`src/rtl/branch_resolve_unit.sv`:
```
// branch_resolve_unit
//   Resolves conditional branches from the ALU zero-compare word, latches the
//   branch target, optionally waits for the delay-slot instruction to issue,
//   then presents a redirect to fetch over a valid/ready handshake. Keeps
//   saturating counters of accepted and taken branches.
//
// Parameters
//   DS_EN  1: redirect only after the delay-slot instruction issues; 0: no wait
//   CNT_W  width of the branch / taken statistics counters
//
// Ports
//   clk, reset        clock; synchronous active-high reset
//   br_valid/br_ready branch handshake (ready only while idle)
//   cmp_s, br_invert  condition word (true iff non-zero) and inversion select
//   pc_plus4, imm16   branch PC + 4 and signed word offset
//   ds_issue          delay-slot instruction accepted downstream
//   flush             aborts any pending branch; blocks acceptance this cycle
//   redirect_*        target PC handshake towards fetch
//   busy              a taken branch is being held
//   br_count          accepted branches (saturating)
//   taken_count       accepted taken branches (saturating)
module branch_resolve_unit #(
    parameter int unsigned DS_EN = 1,
    parameter int unsigned CNT_W = 16
) (
    input  logic             clk,
    input  logic             reset,
    input  logic             br_valid,
    output logic             br_ready,
    input  logic [31:0]      cmp_s,
    input  logic             br_invert,
    input  logic [31:0]      pc_plus4,
    input  logic [15:0]      imm16,
    input  logic             ds_issue,
    input  logic             flush,
    output logic             redirect_valid,
    input  logic             redirect_ready,
    output logic [31:0]      redirect_pc,
    output logic             busy,
    output logic [CNT_W-1:0] br_count,
    output logic [CNT_W-1:0] taken_count
);

    typedef enum logic [1:0] {
        IDLE,
        WAIT_DS,
        REDIRECT
    } state_t;

    state_t             state_q, state_d;
    logic               redirect_valid_q, redirect_valid_d;
    logic [31:0]        redirect_pc_q, redirect_pc_d;
    logic [CNT_W-1:0]   br_count_q, br_count_d;
    logic [CNT_W-1:0]   taken_count_q, taken_count_d;

    logic               accept;
    logic               taken;
    logic [31:0]        target;

    always_comb begin
        state_d          = state_q;
        redirect_pc_d    = redirect_pc_q;
        br_count_d       = br_count_q;
        taken_count_d    = taken_count_q;

        // A branch presented during a flush is dropped, not accepted.
        accept = br_valid & (state_q == IDLE) & ~flush;
        taken  = (|cmp_s) ^ br_invert;
        target = pc_plus4 + {{14{imm16[15]}}, imm16, 2'b00};

        case (state_q)
            IDLE: begin
                if (accept && taken) begin
                    state_d = (DS_EN != 0) ? WAIT_DS : REDIRECT;
                end
            end
            WAIT_DS: begin
                if (ds_issue) begin
                    state_d = REDIRECT;
                end
            end
            REDIRECT: begin
                if (redirect_valid_q && redirect_ready) begin
                    state_d = IDLE;
                end
            end
            default: state_d = IDLE;
        endcase

        if (flush) begin
            state_d = IDLE;
        end

        // Registered valid tracks the next state so it rises in the first
        // cycle spent in REDIRECT and falls right after the handshake.
        redirect_valid_d = (state_d == REDIRECT);

        if (accept) begin
            redirect_pc_d = target;
            if (br_count_q != '1) begin
                br_count_d = br_count_q + 1'b1;
            end
            if (taken && (taken_count_q != '1)) begin
                taken_count_d = taken_count_q + 1'b1;
            end
        end
    end

    always_ff @(posedge clk) begin
        if (reset) begin
            state_q          <= IDLE;
            redirect_valid_q <= 1'b0;
            redirect_pc_q    <= '0;
            br_count_q       <= '0;
            taken_count_q    <= '0;
        end else begin
            state_q          <= state_d;
            redirect_valid_q <= redirect_valid_d;
            redirect_pc_q    <= redirect_pc_d;
            br_count_q       <= br_count_d;
            taken_count_q    <= taken_count_d;
        end
    end

    assign br_ready       = (state_q == IDLE);
    assign busy           = (state_q != IDLE);
    assign redirect_valid = redirect_valid_q;
    assign redirect_pc    = redirect_pc_q;
    assign br_count       = br_count_q;
    assign taken_count    = taken_count_q;

endmodule

```
`config.mk`:
```
export PLATFORM = sky130hd
export DESIGN_NAME = branch_resolve_unit
export DESIGN_NICKNAME = d
export VERILOG_FILES = /design/src/rtl/branch_resolve_unit.sv
export SDC_FILE = /design/constraint.sdc
export NUM_CORES = 1
export LEC_CHECK = 0
export ABC_CLOCK_PERIOD_IN_PS = 6570
export CORE_MARGIN = 1
export CORE_UTILIZATION = 50
export DETAILED_ROUTE_END_ITERATION = 10
export PLACE_DENSITY = 0.88
export RECOVER_POWER = 25
export SKIP_LAST_GASP = 1
export SYNTH_ARGS = -nofsm -noshare
export SYNTH_HDL_FRONTEND = slang
export SYNTH_SLANG_ARGS = --single-unit
```
`constraint.sdc`:
```
create_clock -name clk -period 6.57 [get_ports clk]
set_input_delay 1.314 -clock clk [delete_from_list [all_inputs] [get_ports clk]]
set_output_delay 1.314 -clock clk [all_outputs]
set_load 0.005 [all_outputs]
```
======== Yosys cells after proc, flatten, opt, wreduce, memory -nomap -nowiden ========
Cells that the tools add are included.
storage, ports and cells
  register bits ........................... 67
  input port bits ......................... 87
  output and inout bits ................... 67
  logic and storage cells ................. 30
operators by class
  $add $sub $neg .......................... 3
  eq/ne operators ......................... 5
  muxes and demuxes ....................... 5
  bitwise operators ....................... 4
  reduce and logical (&&, ||, !) cells .... 8
operator list
  cell                                            number
  adder 16 x 1 -> 16 bit (second input constant)  2
  adder 32 bit                                    1
  inequality test 16 bit (second input constant)  2
  OR reduction 32 bit                             1
  2-to-1 mux 2 bit                                4
  one-hot mux 2 bit (3 select lines)              1
  == test 2 bit (second input constant)           2
  AND reduction 2 bit                             2
  logical AND 1 bit                               3
  AND 1 bit                                       2
  == test 2 x 1 -> 1 bit (second input constant)  1
  logical NOT 2 bit                               1
  nonzero test 2 bit                              1
  inverter 1 bit                                  1
  XOR 1 bit                                       1

======== Depth between registers and ports, before layout ========
  word-level depth ........................ 8
  depth in mapped cells ................... 9
  gate-level depth less buffers ........... 9

======== Worst setup path after synthesis ========
No wires, ideal clock.
  path type ............................... input -> register
  start point ............................. in pc_plus4[2]
  end point ............................... reg redirect_pc_q[24] (netlist: redirect_pc[24])
  library setup time ...................... 117 ps
  arrival ................................. 3234 ps
  data required time ...................... 6453 ps
  path slack .............................. 3219 ps
  stages .................................. 9
  buffers on the path ..................... 0
  cell sequence ........................... ha_1 > fa_1 > a21oi_1 > or2_2 > a21boi_0 > o2111ai_1 > a211oi_1 > or3_1 > a32o_1
between the ends
  longest elaborated chain between the ends .. 1
ends and longest elaborated chain
  what                  RTL line  text
  from (decl)           32        input logic [31:0] pc_plus4,
  adder 32 bit          69        target = pc_plus4 + {{14{imm16[15]}}, imm16, 2'b00};
  to (signal assigned)  119       redirect_pc_q <= redirect_pc_d;
  to (decl)             52        logic [31:0] redirect_pc_q, redirect_pc_d;
No other way between the ends.
A chain may end at the register's enable or synchronous reset.

======== Final worst setup path ========
  start point ............................. in flush
  end point ............................... reg redirect_pc_q[25] (netlist: redirect_pc[25])
between the ends
  longest elaborated chain between the ends .. 2
ends and longest elaborated chain
  what            RTL line  text
  from (decl)     35        input logic flush,
  inverter 1 bit  67        accept = br_valid & (state_q == IDLE) & ~flush;
  AND 1 bit       67
No other way between the ends.

==> results.yml <==
power:
  power.switching_mw: 0.335
  peakVddDrop_mv: 0.130
  swShare: 0.290
  cellPowerDensity_mw_per_mm2: 183
  p_leak_nw: 2.42
  sequentialPowerShare: 0.374
  combPwrFrac: 0.256
  internal-power_mw: 0.821
  clkPwrFrac: 0.370
setup_path:
  cpPeakStageDelay_ns: 1.10
  critical_path.endpoint_type: "flip-flop"
  crit_type: "input pin to flip-flop"
  r2r-end: "redirect_pc[25]"
  cp_max_fo: 32
  crit_arrival_ns: 4.70
  cp-start-kind: "input pin"
  rrSetupSlack_ns: 3.36
  cp.required_ns: 6.88
  path_cells: "dlygate4sd3_1 -> nor4b_1 -> clkbuf_1 -> nand2b_1 -> nor3_1 -> nand4_1 -> o211ai_1 -> a311o_1"
  reg2reg_depth: 7
  r2r-start: "state_q[1]"
  worst_path_max_delay_cell: "clkbuf_1"
drt:
  drc: 0
  ant_nets: 0
  drt_iter0_drc: 232
  wire_per_inst_um: 16.2
  dr.pass1.iters: 5
  totalWireLength_mm: 13.4
  vias: 4994
  viasPerCell: 6.02
layout:
  fillCellCount: 682
  layout_common_cells: "123 x clkdlybuf4s50_1, 67 x dfxtp_1, 64 x nand2_1, 57 x a21oi_1, 51 x nor2_1"
  drive_gt1_frac: 0.0388
  layout_commonest_cell: "clkdlybuf4s50_1"
  final_cell_area_sq_mm: 0.00631
  area_growth_pct: 41.0
  antenna_cells: 0
  fin_cells: 830
  nets: 837
sta:
  finalSetupViolations: 0
  min_period_ns: 4.40
  hold_violations: 0
  clock.fmax_mhz: 227
  fin_skew_ns: 0.0118
  slew_headroom: 0.0235
  fin_ws_ns: 2.17
  worstMarginPinSlew_ns: 1.46
  rsz0062_at_grt: "false"
  slew_violations: 0
  post-route-period-util: 0.669
  tns_ns: 0
cts:
  ctsRootBufferMaster: "clkbuf_8"
  cts_made_buffers: 9
  post_cts_buffers: 0
  h-tree-depth: 3
  clock_latency_ns: 0.36
  tritoncts: "built"
  cts.sinks: 67
  clk_pin_slew_ns: 0.09
  post_cts_resized: 0
  clk_path_buf_depth: 2
  cts-hold-fix-buffers: 0
worst_hold_path:
  holdPathEnd: "redirect_pc[31]"
  hp-start: "redirect_pc[31]"
  worstHoldPathCells: 2
  min_path_type: "flip-flop to flip-flop"
global_routing:
  grt_first_pass_wirelength_mm: 22.7
  grt_max_degree: 73
  grt_overflow: 0
  grt_pass1_vias: 4783
  grt_antenna_before_repair: 0
  grt_usage: 0.291
floorplan:
  pin_count: 154
  die_h_um: 96.6
  core_sq_mm: 0.00868
  std_cell_rows: 34
  die_area_sq_mm: 0.00934
  die_width_um: 96.6
  initial_core_util: 0.516
placement:
  dp_hpwl_mm: 10.3
  post-place-ws_ns: 2.46
  placed_area_sq_mm: 0.00609
  dp_cells: 815
  gp_congestion: 0.929
  io_buffer_count: 153
logic_synthesis:
  syn_inst: 572
  yosysSeqAreaShare: 0.300
  synth-edff-count: 0
  netlist_area_sq_mm: 0.00448
  ys_ff_latch: 67
  yosys_warnings: 0
  postSynthAreaPerCell_sq_um: 7.83
  synthArstFlopShare: 0
  ys_types: 56
  synth_flop_cell: "dfxtp_1"
  synthesis.nets: 691
outcome:
  outcome: "completed"
flow_run:
  maxCapViolations: 0
-- synth_stat cells (2+ instances only) --
master | number | share of area
o31ai_1 | 4 | 0.0067
o22ai_1 | 2 | 0.0028
o21a_1 | 6 | 0.010
ha_1 | 31 | 0.087
nor2b_1 | 7 | 0.0098
nand2b_1 | 2 | 0.0028
o21ai_0 | 31 | 0.035
nand2_1 | 64 | 0.054
xor2_1 | 20 | 0.039
nand3b_1 | 7 | 0.012
xnor2_1 | 16 | 0.031
o21bai_1 | 3 | 0.0050
nand4_1 | 13 | 0.018
a211oi_1 | 13 | 0.022
o21ai_1 | 2 | 0.0022
clkbuf_1 | 21 | 0.018
a21oi_1 | 57 | 0.064
o2111ai_1 | 3 | 0.0059
mux2i_1 | 2 | 0.0045
nor3_1 | 12 | 0.013
a311o_1 | 2 | 0.0045
a31oi_1 | 4 | 0.0056
nand3_1 | 28 | 0.031
inv_1 | 9 | 0.0075
nor2_1 | 51 | 0.043
a21o_1 | 13 | 0.022
or3_1 | 12 | 0.017
nor3b_1 | 3 | 0.0050
and4_1 | 4 | 0.0078
and2_1 | 4 | 0.0056
dfxtp_1 | 67 | 0.30
a21boi_0 | 4 | 0.0067
and3_1 | 8 | 0.011
or2_2 | 3 | 0.0042
o211ai_1 | 11 | 0.018
nor4_1 | 7 | 0.0098
a211o_1 | 3 | 0.0059
or4_1 | 5 | 0.0084
-- sequential cells by signal, indices dropped and copies added (netlist names) --
name and flops:
br_count 16, redirect_pc 32, redirect_valid 1, state_q 2, taken_count 16
-- critical path: cells and delay by family --
family | cells | cell delay, ns
buf+inv | 2 | 1.71
simple gates | 4 | 1.43
compound gates | 2 | 0.23
-- how the worst max path moves through the flow --
stage / start / end / slack (ns)
floorplan: pc_plus4[2] / redirect_pc[24] / 3.22
global placement: pc_plus4[2] / redirect_pc[24] / 2.50
detailed placement: imm16[15] / redirect_pc[24] / 2.46
CTS: imm16[15] / redirect_pc[24] / 2.83
global route: flush / redirect_pc[25] / 1.91
finish: flush / redirect_pc[25] / 2.17
-- layout make-up --
cell class	count	area (sq um)	share of cell area
multi-input cells	475	3020	0.478
clock inverters	6	115	0.0182
clock buffers	9	124	0.0196
well taps	108	135	0.0214
flip-flops and latches	67	1340	0.212
repair buffers	156	1550	0.245
inverters	9	33.8	0.00535
-- metal layers --
layer	global-route usage	share of wire	up-vias
li1	-	-	2410
met1	0.357	0.42	2326
met2	0.504	0.48	237
met3	0.0556	0.083	21
met4	0.110	0.018	0
met5	0	0	-
-- power groups by stage --
stage                     sequential (mW)  clock (mW)  combinational (mW)
after floorplan                     0.442           0               0.165
after global placement              0.442           0               0.292
after detailed placement            0.442           0               0.296
after CTS                           0.433       0.430               0.298
after global routing                0.435       0.445               0.325
final                               0.432       0.428               0.297
-- kinds of logic after synthesis --
family                     share of synthesized area
DFF                                            0.300
muxes                                        0.00699
xor gates and xnor gates                      0.0704
AOI/OAI and AO/OA                              0.238
buffers and inverters                         0.0251
adders and majority gates                     0.0911
and+or+nand+nor                                0.269
-- per-stage QoR --
step / power [mW] / util / hold slack (ns)
floorplan: 0.607 / - / 0.442
global placement: 0.734 / 0.702 / 0.436
detailed placement: 0.739 / 0.702 / 0.439
CTS: 1.16 / 0.730 / 0.450
global route: 1.20 / 0.727 / 0.475
finish: 1.16 / 0.727 / 0.443
(Power assumes the default switching activity.)
